### src/rtl/rf_writeback_arbiter_if.sv
// Register-file write-side bundle: ALU and LSU result inputs, reservation/hazard
// query, and the registered write port driven by rf_writeback_arbiter.
interface rf_writeback_arbiter_if #(
    parameter int DATA_W     = 32,
    parameter int FIFO_DEPTH = 4
);
    localparam int CW = $clog2(FIFO_DEPTH + 1);

    logic              alu_valid;
    logic [4:0]        alu_rd;
    logic [DATA_W-1:0] alu_data;
    logic              lsu_valid;
    logic              lsu_ready;
    logic [4:0]        lsu_rd;
    logic [DATA_W-1:0] lsu_data;
    logic              rsv_valid;
    logic [4:0]        rsv_rd;
    logic [4:0]        chk_rs1;
    logic [4:0]        chk_rs2;
    logic              hazard;
    logic              rf_en;
    logic [4:0]        rf_wa;
    logic [DATA_W-1:0] rf_wd;
    logic [CW-1:0]     fifo_count;

    modport master (
        output alu_valid, alu_rd, alu_data, lsu_valid, lsu_rd, lsu_data,
               rsv_valid, rsv_rd, chk_rs1, chk_rs2,
        input  lsu_ready, hazard, rf_en, rf_wa, rf_wd, fifo_count
    );

    modport slave (
        input  alu_valid, alu_rd, alu_data, lsu_valid, lsu_rd, lsu_data,
               rsv_valid, rsv_rd, chk_rs1, chk_rs2,
        output lsu_ready, hazard, rf_en, rf_wa, rf_wd, fifo_count
    );
endinterface

### src/rtl/rf_writeback_arbiter.sv
// Merges ALU (1-cycle, strict priority) and buffered LSU results (>=2 cycles) onto the RF write port;
// LSU is back-pressured via lsu_ready when the FIFO is full, and a busy scoreboard flags RAW hazards.
module rf_writeback_arbiter #(
    parameter int DATA_W     = 32,
    parameter int FIFO_DEPTH = 4
) (
    input  logic clk,
    input  logic rst,
    rf_writeback_arbiter_if.slave bus
);
    localparam int CW = $clog2(FIFO_DEPTH + 1);
    localparam int AW = $clog2(FIFO_DEPTH);
    localparam logic [CW-1:0] DEPTH_C = CW'(FIFO_DEPTH);

    typedef struct packed {
        logic [4:0]        rd;
        logic [DATA_W-1:0] data;
    } entry_t;

    entry_t            mem [FIFO_DEPTH];
    entry_t            head;
    logic [AW-1:0]     rd_ptr;
    logic [AW-1:0]     wr_ptr;
    logic [CW-1:0]     count;
    logic [31:0]       busy;
    logic [31:0]       busy_nxt;
    logic              alu_wr;
    logic              push;
    logic              pop;
    logic              ready;

    // Ready depends only on current occupancy, so a full FIFO refuses a push even while popping.
    assign ready  = !rst && (count < DEPTH_C);
    assign alu_wr = bus.alu_valid && (bus.alu_rd != 5'd0);
    assign push   = bus.lsu_valid && ready && (bus.lsu_rd != 5'd0);
    assign pop    = !alu_wr && (count != '0);
    assign head   = mem[rd_ptr];

    assign bus.lsu_ready  = ready;
    assign bus.fifo_count = count;
    assign bus.hazard     = busy[bus.chk_rs1] | busy[bus.chk_rs2];

    // A reservation landing on the edge that retires the same register must win.
    always_comb begin
        busy_nxt = busy;
        if (pop) begin
            busy_nxt[head.rd] = 1'b0;
        end
        if (bus.rsv_valid && (bus.rsv_rd != 5'd0)) begin
            busy_nxt[bus.rsv_rd] = 1'b1;
        end
        busy_nxt[0] = 1'b0;
    end

    always_ff @(posedge clk) begin
        if (push) begin
            mem[wr_ptr] <= '{rd: bus.lsu_rd, data: bus.lsu_data};
        end
    end

    always_ff @(posedge clk) begin
        if (rst) begin
            rd_ptr     <= '0;
            wr_ptr     <= '0;
            count      <= '0;
            busy       <= '0;
            bus.rf_en  <= 1'b0;
            bus.rf_wa  <= 5'd0;
            bus.rf_wd  <= '0;
        end else begin
            busy <= busy_nxt;
            if (push) begin
                wr_ptr <= wr_ptr + AW'(1);
            end
            if (pop) begin
                rd_ptr <= rd_ptr + AW'(1);
            end
            case ({push, pop})
                2'b10:   count <= count + CW'(1);
                2'b01:   count <= count - CW'(1);
                default: count <= count;
            endcase

            // Address/data hold their last value on idle cycles.
            if (alu_wr) begin
                bus.rf_en <= 1'b1;
                bus.rf_wa <= bus.alu_rd;
                bus.rf_wd <= bus.alu_data;
            end else if (pop) begin
                bus.rf_en <= 1'b1;
                bus.rf_wa <= head.rd;
                bus.rf_wd <= head.data;
            end else begin
                bus.rf_en <= 1'b0;
            end
        end
    end
endmodule

### src/flat_wrapper.sv
// flat-port wrapper written by rule: the top's interface ports become plain ports
module rf_writeback_arbiter_flat 
#(
    parameter int DATA_W     = 32,
    parameter int FIFO_DEPTH = 4
)
  (clk, rst, bus_alu_valid, bus_alu_rd, bus_alu_data, bus_lsu_valid, bus_lsu_rd, bus_lsu_data, bus_rsv_valid, bus_rsv_rd, bus_chk_rs1, bus_chk_rs2, bus_lsu_ready, bus_hazard, bus_rf_en, bus_rf_wa, bus_rf_wd, bus_fifo_count);
  rf_writeback_arbiter_if #(.DATA_W(DATA_W), .FIFO_DEPTH(FIFO_DEPTH)) bus_i ();
  input  logic clk;
  input  logic rst;
  input wire logic [$bits(bus_i.alu_valid)-1:0] bus_alu_valid;
  input wire logic [$bits(bus_i.alu_rd)-1:0] bus_alu_rd;
  input wire logic [$bits(bus_i.alu_data)-1:0] bus_alu_data;
  input wire logic [$bits(bus_i.lsu_valid)-1:0] bus_lsu_valid;
  input wire logic [$bits(bus_i.lsu_rd)-1:0] bus_lsu_rd;
  input wire logic [$bits(bus_i.lsu_data)-1:0] bus_lsu_data;
  input wire logic [$bits(bus_i.rsv_valid)-1:0] bus_rsv_valid;
  input wire logic [$bits(bus_i.rsv_rd)-1:0] bus_rsv_rd;
  input wire logic [$bits(bus_i.chk_rs1)-1:0] bus_chk_rs1;
  input wire logic [$bits(bus_i.chk_rs2)-1:0] bus_chk_rs2;
  output wire logic [$bits(bus_i.lsu_ready)-1:0] bus_lsu_ready;
  output wire logic [$bits(bus_i.hazard)-1:0] bus_hazard;
  output wire logic [$bits(bus_i.rf_en)-1:0] bus_rf_en;
  output wire logic [$bits(bus_i.rf_wa)-1:0] bus_rf_wa;
  output wire logic [$bits(bus_i.rf_wd)-1:0] bus_rf_wd;
  output wire logic [$bits(bus_i.fifo_count)-1:0] bus_fifo_count;
  assign bus_i.alu_valid = bus_alu_valid;
  assign bus_i.alu_rd = bus_alu_rd;
  assign bus_i.alu_data = bus_alu_data;
  assign bus_i.lsu_valid = bus_lsu_valid;
  assign bus_i.lsu_rd = bus_lsu_rd;
  assign bus_i.lsu_data = bus_lsu_data;
  assign bus_i.rsv_valid = bus_rsv_valid;
  assign bus_i.rsv_rd = bus_rsv_rd;
  assign bus_i.chk_rs1 = bus_chk_rs1;
  assign bus_i.chk_rs2 = bus_chk_rs2;
  assign bus_lsu_ready = bus_i.lsu_ready;
  assign bus_hazard = bus_i.hazard;
  assign bus_rf_en = bus_i.rf_en;
  assign bus_rf_wa = bus_i.rf_wa;
  assign bus_rf_wd = bus_i.rf_wd;
  assign bus_fifo_count = bus_i.fifo_count;
  rf_writeback_arbiter #(.DATA_W(DATA_W), .FIFO_DEPTH(FIFO_DEPTH)) u_core (.clk(clk), .rst(rst), .bus(bus_i));
endmodule
### config.mk
export PLATFORM = sky130hd
export DESIGN_NAME = rf_writeback_arbiter_flat
export DESIGN_NICKNAME = d
export VERILOG_FILES = /design/src/rtl/rf_writeback_arbiter_if.sv /design/src/rtl/rf_writeback_arbiter.sv /design/src/flat_wrapper.sv
export SDC_FILE = /design/constraint.sdc
export NUM_CORES = 1
export LEC_CHECK = 0
export BUFFER_PORTS_ARGS = -buffer_cell sky130_fd_sc_hd__buf_4
export CAP_MARGIN = 40
export CORE_UTILIZATION = 57
export DETAILED_ROUTE_END_ITERATION = 10
export PLACE_DENSITY_LB_ADDON = 0.1
export SYNTH_ARGS = -nofsm -noshare
export SYNTH_HDL_FRONTEND = slang
export SYNTH_SLANG_ARGS = --single-unit
### constraint.sdc
create_clock -name clk -period 2.7 [get_ports clk]
set_input_delay 0.135 -clock clk [delete_from_list [all_inputs] [get_ports clk]]
set_output_delay 0.135 -clock clk [all_outputs]
set_load 0.005 [all_outputs]
==> out/metrics.csv <==
metric,value,unit
status,completed,
hold_class,input pin to flop,
ir_drop,0.000616,V
rsz0062_at_grt,false,
drtIter0Drc,426,
setup_viol_count_final,0,
synth_nets,803,
maxSlewViolCount,0,
via_count,6589,
pwr_density_cell,785,nW/um^2
multi_input_area,3210,um^2
antenna_cells,0,
nets,1022,
cp_data_required_time,3.13,ns
ios,137,
antenna_found_initial,0,
firstDrtPassIters,5,
cts_tree,done,
clockRootBuffer,clkbuf_16,
path_clk_slew,0.06,ns
leakage,4.56,nW
coreArea,16000,um^2
cts_setup_buffers,0,
end_kind,flop,
cts_sinks,226,
yosysWarnings,0,
ys_seq_area_share,63.8,%
ys_top_cells_by_count,"edfxtp_1, nand2_1, dfxtp_1",
ys_ff_latch,226,
path_max_fanout,46,
tightestPinTransition,0.943,ns
regArea,6010,um^2
fillers,988,
globalplace.congestion,0.872,
fp.dieW,131,um
htree_levels,1,
min_path_cells,5,
final_layout_size_suffix_gt1_share,27.9,%
wl,22700,um
async_reset_ff_share,0,%
place_hpwl,13700,um
cp.arrival,3.04,ns
critPathLaunchType,input pin,
timing.final.crit_period,2.61,ns
avgSynthCellArea,13.4,um^2
std_cell_rows,46,
io_buffers,136,
synth_edf_count,148,
synth.most_common_cell,edfxtp_1,
syn_to_final_growth,29.9,%
clock.fmax,384,MHz
p_total,9.61,mW
via_per_inst,5.70,
grt_pass1_wl,34600,um
yosysTopAreaCell,edfxtp_1,
clockBufferDepth,3,
start_util,58.9,%
relSlewSlack,37.1,%
clk-insertion-delay-late,0.52,ns
fin_util,76.5,%
worst_slack,0.0938,ns
fin_worst_skew,0.0192,ns
grt_pass1_vias,6799,
period_share,96.5,%
cts_made_buffers,23,
fin_tns_setup,0,ns
die-area,17000,um^2
postRouteAntennaNets,0,
wl_per_cell,19.7,um
reg2reg_slack,0.30,ns
track_usage,27.1,%
ys.flop_type,edfxtp_1,
yosys.cell_types.count,41,
critPathLaunch,bus_alu_rd[1],
drv_cap,0,
detailedPlace.worstSlack,0.0592,ns
criticalPathCategory,input pin to flop,
synthCells,703,
synthTopCellsByArea,"edfxtp_1, dfxtp_1, mux4_2",
r2r-start,u_core.bus.fifo_count[2],
grt_overflow,0,
finalHoldViolations,0,
rr_endpoint,u_core.bus.rf_wa[4],
grt_max_degree,82,
cp-endpoint,u_core.bus.rf_wa[0],
synthesis.area,9420,um^2
die_h,131,um
drc,0,
synth_top_cell_area_share,47.2,%
worstRegToRegCells,6,
## sequential cells by signal, indices dropped and copies added (netlist names), named ones only
name,count
u_core.bus.rf_en,1
u_core.bus.fifo_count,3
u_core.bus.rf_wd,32
u_core.bus.rf_wa,5
u_core.busy,31
u_core.mem,148
u_core.wr_ptr,2
u_core.rd_ptr,2
## critical path, cell delays in order
cell and delay (ns):
dlygate4sd3_1 0.54, buf_4 0.14, or4_4 0.50, o21ai_4 0.43, buf_6 0.39, a32oi_1 0.15, dlygate4sd3_1 0.58, a21oi_1 0.13
## layer usage
| layer | share of wire [%] | GRT usage, % |
|---|---|---|
| met5 | 0 | 0 |
| met4 | 2.1 | 7.57 |
| met3 | 5.6 | 3.99 |
| met2 | 50 | 47.2 |
| met1 | 42 | 35.7 |
## stage by stage
stage,area (um^2),hold slack [ns],std cells
global placement,10700,0.333,1034
global route,12200,0.0936,1155
detailed placement,10700,0.337,1034
CTS,12200,0.0581,1155
finish,12200,0.0811,1155
floorplan,9420,0.234,703
## report_power, final
part           internal [mW]  total (mW)  switching, mW
logic                   1.04        2.35           1.31
registers               3.96        4.13          0.172
clock network           1.79        3.13           1.33
total                   6.79        9.61           2.81
## placed cells by master (no fill, tap or decap), types with 3 or more instances in the layout
cell type,n
nor3_1,3
nand3b_1,3
dfxtp_1,76
o21ai_0,4
mux4_2,50
clkbuf_8,4
clkbuf_1,5
nor3b_1,3
o211ai_1,5
o21ai_1,28
nor2b_1,32
a21oi_1,12
and2_2,4
nand2_1,145
ha_1,5
clkbuf_16,23
a311oi_1,35
clkinvlp_4,3
inv_1,8
mux2i_1,5
edfxtp_1,148
xor2_1,3
mux2_2,3
dlygate4sd3_1,79
nand3_1,3
nor2_1,55
nand4_4,4
buf_4,155
nand2b_1,5
## area by class of cell
type	instances	area share (%)
clock inverter	10	0.808
inverter	10	0.307
tap	216	2.21
sequential	226	49.1
timing repair buffer	235	16.1
clock buffer	32	5.31
multi-input combinational	426	26.2
## cell families (layout without fill, tap and decap cells)
kind of cell    count (synthesis)  count (layout)  share of synthesized area [%]
flops                         226             226                           63.8
buf+inv                        51             287                           2.39
simple gates                  267             267                           13.2
compound gates                 90              90                           6.50
mux                            58              58                           12.8
xor+xnor                        5               5                          0.465
fa+ha+maj                       6               6                          0.877
## worst min-delay path by stage
stage	slack (ns)	endpoint	start
finish	0.08	u_core.busy[13]	bus_rsv_rd[1]
global route	0.09	u_core.busy[20]	bus_rsv_rd[0]
CTS	0.06	u_core.busy[13]	bus_rsv_rd[1]
detailed placement	0.34	u_core.mem[3][22]	bus_lsu_data[22]
global placement	0.33	u_core.mem[0][20]	bus_lsu_data[20]
floorplan	0.23	u_core.mem[0][0]	bus_lsu_data[0]
## repair_timing
| action | CTS | global route |
|---|---|---|
| resized for setup | 0 | 2 |
| endpoints found under the setup margin | 0 | 2 |
| hold buffers | 79 | 0 |
| endpoints found under the hold margin | 191 | 0 |
(Power assumes the default switching activity.)
